===== config.mk =====
export PLATFORM = sky130hd
export DESIGN_NAME = fifo_umbral
export DESIGN_NICKNAME = d
export VERILOG_FILES = /design/src/rtl/fifo_pkg.sv /design/src/rtl/fifo_mem.sv /design/src/rtl/fifo_umbral.sv
export SDC_FILE = /design/constraint.sdc
export NUM_CORES = 1
export LEC_CHECK = 0
export ABC_AREA = 1
export BUFFER_PORTS_ARGS = -buffer_cell sky130_fd_sc_hd__buf_4
export CORE_UTILIZATION = 56
export DETAILED_ROUTE_END_ITERATION = 12
export PLACE_DENSITY = 0.87
export SLEW_MARGIN = 20
export SYNTH_ARGS = -nofsm -noshare
export SYNTH_HDL_FRONTEND = slang
export SYNTH_SLANG_ARGS = --single-unit

===== constraint.sdc =====
create_clock -name clk -period 3.9 [get_ports clk]
set_input_delay 0.39 -clock clk [delete_from_list [all_inputs] [get_ports clk]]
set_output_delay 0.39 -clock clk [all_outputs]
set_load 0.02 [all_outputs]

===== src/rtl/fifo_pkg.sv =====
// Shared constants for the thresholded FIFO: default geometry, the layout of
// the packed 8-bit threshold word and the thresholds restored by reset.
package fifo_pkg;

    localparam int DATA_WIDTH_DEF      = 6;
    localparam int ADDR_WIDTH_DEF      = 3;

    // Threshold word layout: [3:0] low threshold, [7:4] high threshold.
    localparam int UMBRAL_W            = 4;
    localparam int BAJO_LSB            = 0;
    localparam int ALTO_LSB            = 4;

    localparam int UMBRAL_BAJO_RST_DEF = 1;
    localparam int UMBRAL_ALTO_RST_DEF = (1 << ADDR_WIDTH_DEF) - 1;

    // Extract one 4-bit threshold field from the packed threshold word.
    function automatic logic [UMBRAL_W-1:0] umbral_field(input logic [7:0] word,
                                                         input int         lsb);
        return word[lsb +: UMBRAL_W];
    endfunction

endpackage


===== src/rtl/fifo_mem.sv =====
// DEPTH x DATA_WIDTH register file with one synchronous write port and one
// registered read port. Only the read register is reset; storage is not.
module fifo_mem
    import fifo_pkg::*;
#(
    parameter int DATA_WIDTH = DATA_WIDTH_DEF,
    parameter int ADDR_WIDTH = ADDR_WIDTH_DEF
) (
    input  logic                  clk,
    input  logic                  reset,
    input  logic                  wr_en,
    input  logic [ADDR_WIDTH-1:0] wr_addr,
    input  logic [DATA_WIDTH-1:0] wr_data,
    input  logic                  rd_en,
    input  logic [ADDR_WIDTH-1:0] rd_addr,
    output logic [DATA_WIDTH-1:0] rd_data
);

    localparam int DEPTH = 1 << ADDR_WIDTH;

    logic [DATA_WIDTH-1:0] mem [DEPTH];

    // Storage write; a same-address read in the same cycle returns the old word.
    always_ff @(posedge clk) begin
        if (wr_en) begin
            mem[wr_addr] <= wr_data;
        end
    end

    // Read register: loads only on an accepted read, otherwise holds.
    always_ff @(posedge clk or posedge reset) begin
        if (reset) begin
            rd_data <= '0;
        end else if (rd_en) begin
            rd_data <= mem[rd_addr];
        end
    end

endmodule


===== src/rtl/fifo_umbral.sv =====
// Synchronous FIFO with programmable low/high occupancy thresholds.
// Handshake: push and pop are requests sampled on each posedge. A push is
// accepted when the FIFO is not full, or when full and a pop is accepted in
// the same cycle; a pop is accepted only when not empty (no fall-through).
// valid_out pulses for exactly one cycle, one edge after each accepted pop,
// with data_out carrying that word; there is no downstream backpressure.
// Rejected requests set the sticky fifo_error, cleared only by reset.
module fifo_umbral
    import fifo_pkg::*;
#(
    parameter int DATA_WIDTH      = DATA_WIDTH_DEF,
    parameter int ADDR_WIDTH      = ADDR_WIDTH_DEF,
    parameter int UMBRAL_BAJO_RST = UMBRAL_BAJO_RST_DEF,
    parameter int UMBRAL_ALTO_RST = (1 << ADDR_WIDTH) - 1
) (
    input  logic                  clk,
    input  logic                  reset,
    input  logic                  cfg_load,
    input  logic [7:0]            umbral,
    input  logic                  push,
    input  logic [DATA_WIDTH-1:0] data_in,
    input  logic                  pop,
    output logic [DATA_WIDTH-1:0] data_out,
    output logic                  valid_out,
    output logic                  fifo_full,
    output logic                  fifo_empty,
    output logic                  almost_full,
    output logic                  almost_empty,
    output logic                  fifo_error,
    output logic [ADDR_WIDTH:0]   count
);

    localparam int DEPTH = 1 << ADDR_WIDTH;
    // Comparison width wide enough for both the count and a 4-bit threshold.
    localparam int CW    = (ADDR_WIDTH + 2 > UMBRAL_W + 1) ? ADDR_WIDTH + 2 : UMBRAL_W + 1;

    logic [ADDR_WIDTH-1:0] wr_ptr;
    logic [ADDR_WIDTH-1:0] rd_ptr;
    logic [UMBRAL_W-1:0]   umbral_bajo;
    logic [UMBRAL_W-1:0]   umbral_alto;
    logic                  push_ok;
    logic                  pop_ok;
    logic [CW-1:0]         count_w;
    logic [CW-1:0]         bajo_w;
    logic [CW-1:0]         alto_w;
    logic [CW-1:0]         alto_eff;

    // Acceptance: pop needs data present; push needs room or a same-cycle pop.
    always_comb begin
        pop_ok  = pop && !fifo_empty;
        push_ok = push && (!fifo_full || pop_ok);
    end

    // Write/read pointers, wrapping naturally modulo DEPTH.
    always_ff @(posedge clk or posedge reset) begin
        if (reset) begin
            wr_ptr <= '0;
            rd_ptr <= '0;
        end else begin
            if (push_ok) wr_ptr <= wr_ptr + 1'b1;
            if (pop_ok)  rd_ptr <= rd_ptr + 1'b1;
        end
    end

    // Occupancy: unchanged when a push and a pop are both accepted.
    always_ff @(posedge clk or posedge reset) begin
        if (reset) begin
            count <= '0;
        end else begin
            case ({push_ok, pop_ok})
                2'b10:   count <= count + 1'b1;
                2'b01:   count <= count - 1'b1;
                default: count <= count;
            endcase
        end
    end

    // Read-valid pulse, one cycle after each accepted pop.
    always_ff @(posedge clk or posedge reset) begin
        if (reset) begin
            valid_out <= 1'b0;
        end else begin
            valid_out <= pop_ok;
        end
    end

    // Sticky error on any rejected push or pop.
    always_ff @(posedge clk or posedge reset) begin
        if (reset) begin
            fifo_error <= 1'b0;
        end else if ((push && !push_ok) || (pop && !pop_ok)) begin
            fifo_error <= 1'b1;
        end
    end

    // Threshold capture; raw values are kept, clamping happens at compare.
    always_ff @(posedge clk or posedge reset) begin
        if (reset) begin
            umbral_bajo <= UMBRAL_W'(UMBRAL_BAJO_RST);
            umbral_alto <= UMBRAL_W'(UMBRAL_ALTO_RST);
        end else if (cfg_load) begin
            umbral_bajo <= umbral_field(umbral, BAJO_LSB);
            umbral_alto <= umbral_field(umbral, ALTO_LSB);
        end
    end

    // Status flags from registered count and thresholds; high threshold is
    // clamped into 1..DEPTH so almost_full is always reachable and never idle-high.
    always_comb begin
        count_w  = CW'(count);
        bajo_w   = CW'(umbral_bajo);
        alto_w   = CW'(umbral_alto);
        alto_eff = alto_w;
        if (alto_w == '0) begin
            alto_eff = CW'(1);
        end else if (alto_w > CW'(DEPTH)) begin
            alto_eff = CW'(DEPTH);
        end
        fifo_full    = (count_w == CW'(DEPTH));
        fifo_empty   = (count_w == '0);
        almost_full  = (count_w >= alto_eff);
        almost_empty = (count_w <= bajo_w);
    end

    fifo_mem #(
        .DATA_WIDTH (DATA_WIDTH),
        .ADDR_WIDTH (ADDR_WIDTH)
    ) u_mem (
        .clk     (clk),
        .reset   (reset),
        .wr_en   (push_ok),
        .wr_addr (wr_ptr),
        .wr_data (data_in),
        .rd_en   (pop_ok),
        .rd_addr (rd_ptr),
        .rd_data (data_out)
    );

endmodule


==> impl_metrics.ini <==
[critical_path]
crit_type = register to output port
crit_required_ps = 3510
worst-path-max-fanout = 2
cp.depth = 9
r2r_slack_ps = 1700
cpPeakStageDelay_ps = 540
path_delay_family = flip-flops
critPathSlowestCell = dfstp_2
reg2regPathDepth = 6
start_kind = register
worst-path-buf-inv = 2
crit_arrival_ps = 1970
end_kind = output port
critical_path.most_common_cell = a21oi_1
crit_chain = inv_1 -> a21oi_1 -> nor2_1 -> ha_1 -> o21ai_0 -> nand2_1 -> a21oi_1 -> o21bai_1 -> buf_4

[floorplanning]
ios = 35
die-area_mm2 = 0.00625
die_h_um = 79.1
start_util_pct = 59.3
fp-row-count = 27
core-area_mm2 = 0.00561
die_w_um = 79.1

[power_and_ir_drop]
leakagePower_nw = 1.56
power_density_mw_per_mm2 = 741
finalPower_w = 0.00282
irDropWorstVdd_v = 0.000443

[synthesis]
ys_warn_count = 0
synth_area_mm2 = 0.00332
ys_seq_area_share_pct = 63.1
synthCells = 295
synth.ff_latch_count = 74
avgSynthCellArea_um2 = 11.3
async_flop_share_pct = 35.1
synth_cell_type_count = 33
syn_nets = 327
synth_edf_count = 48
synth_ff_type = edfxtp_1

[timing]
timing.final.max_slew_violations = 0
fin_crit_sh_pct = 60.4
finalHoldViolCount = 0
setup_tns_ps = 0
tightestPinTransition_ps = 1020
clock_skew_ps = 14.2
timing.fmax_mhz = 424
rsz0062_at_grt = false
setup_slack_ps = 1540
fin_crit_ps = 2360
setup_viol = 0
max_slew_margin_pct = 31.3

[clock_network]
numCtsBuffers = 9
h-tree-depth = 3
path_clk_slew_ps = 80
cts_hold_buf = 0
clock_latency_ps = 340
clock-sinks = 74
cts_tree = built
ctsResizeCount = 0
cts_setup_buffers = 0
clockBufferDepth = 2
root_buffer = clkbuf_8

[final_layout]
antennaDiodeCount = 0
fin_util_pct = 67.8
drive_gt1_share_pct = 20.7
syn_to_final_growth_pct = 14.4
nets = 361
n_fill_cell = 418

[place]
dp_hpwl_um = 4430
place_worst_setup_slack_ps = 1640
gp_congestion = 0.828
io_buffers = 34

[routing]
routed_wl_um = 6480
drc = 0
vias_per_cell = 5.43
first_iter_violations = 239
dr.pass1.iters = 4
ant_nets = 0
avgRoutedWirePerCell_um = 16.0
via_count = 2205

[grt]
grt_pass1_vias = 2204
grt_pass1_wl_um = 10500
antenna_found_initial = 0
grt_max_degree = 27
grt-ovfl-total = 0
grtUsageTotal_pct = 23.1

[worst_hold_path]
min_path_type = primary input to asynchronous set/reset pin

[run_status]
status = complete, no violations

[job]
drv_cap = 0
worst reg2reg max path: cells and delay by family (launching register included):
family / cells / cell delay (ps)
AND/OR/NAND/NOR: 5 / 1260
flip-flops: 1 / 500
buffers and inverters: 1 / 60
synthesized netlist by cell type, drive strengths merged, types with 4 or more instances:
master	number	area (µm²)
buf	9	81.3
inv	28	105
edfxtp	48	1440
nand2	43	184
dfstp	4	105
ha	12	150
o21ai	34	170
nor2	42	165
xor2	5	43.8
nand3	13	82.6
nor3	8	40.0
a21oi	6	33.8
o211ai	12	90.1
dfrtp	22	551
where the power goes:
| group | switching (W) | internal, W | total (W) | leakage [nW] |
|---|---|---|---|---|
| clock network | 0.000272 | 0.000380 | 0.000651 | 0.111 |
| registers | 0.000191 | 0.00102 | 0.00121 | 0.736 |
| logic | 0.000586 | 0.000372 | 0.000957 | 0.714 |
| total | 0.00105 | 0.00177 | 0.00282 | 1.56 |
through the flow:
stage	hold slack (ps)	area [µm²]	instances
2_1_floorplan	427	3320	295
3_3_place_gp	459	3580	390
3_5_place_dp	467	3580	390
4_1_cts	241	3800	406
5_1_grt	207	3800	406
6_report	143	3800	406
layer usage:
metal	vias up	track usage [%]	part of all wire (%)
li1	1077	-	-
met1	1047	27.6	41
met3	12	4.71	5.7
met4	0	10.5	1.5
met5	-	0	0
met2	69	39.9	52
sequential cells by signal, indices dropped and copies added (netlist names):
name and count:
u_mem.mem 48, u_mem.rd_data 6, count 4, umbral_alto 4, wr_ptr 3, umbral_bajo 4, rd_ptr 3, fifo_error 1
valid_out 1
placed cells by master, fill, tap and decap left out, types with 3 or more instances in the layout:
cell,n
clkbuf_8,10
inv_2,3
ha_1,12
inv_1,24
dfstp_2,4
a21oi_1,5
o21ai_1,3
nor3_1,7
edfxtp_1,48
buf_4,34
xor2_1,5
dfrtp_1,22
nand2_1,38
nand2_2,3
nand3_1,11
nor2_2,3
o21ai_0,31
o211ai_1,12
nor2_1,39
final cells by class:
cell class	instances	area, µm²	share of cell area [%]
Clock buffer	12	145	3.82
Inverter	28	105	2.76
Timing Repair Buffer	34	255	6.71
Tap cell	72	90.1	2.37
Multi-Input combinational cell	182	1040	27.3
Sequential cell	74	2100	55.1
Clock inverter	4	73.8	1.94
final timing paths:
check,start,to
worst max-delay path,umbral_alto[1],almost_full
worst min-delay path,reset,count[1]
worst max register to register,count[1],u_mem.mem[0][4]
worst min register to register,u_mem.rd_data[1],u_mem.rd_data[1]
max in group asynchronous,reset,wr_ptr[2]
min in group clk,umbral[3],umbral_bajo[3]
kinds of logic after synthesis:
group,after synthesis,share of synthesized area (%)
AO/OA/AOI/OAI,53,9.07
XOR/XNOR,6,1.58
adder cells (fa/ha/maj),13,5.12
buffers and inverters,39,5.87
flip-flops,74,63.1
multiplexers,2,0.677
AND/OR/NAND/NOR,108,14.6
Power figures use the tool's default switching activity.
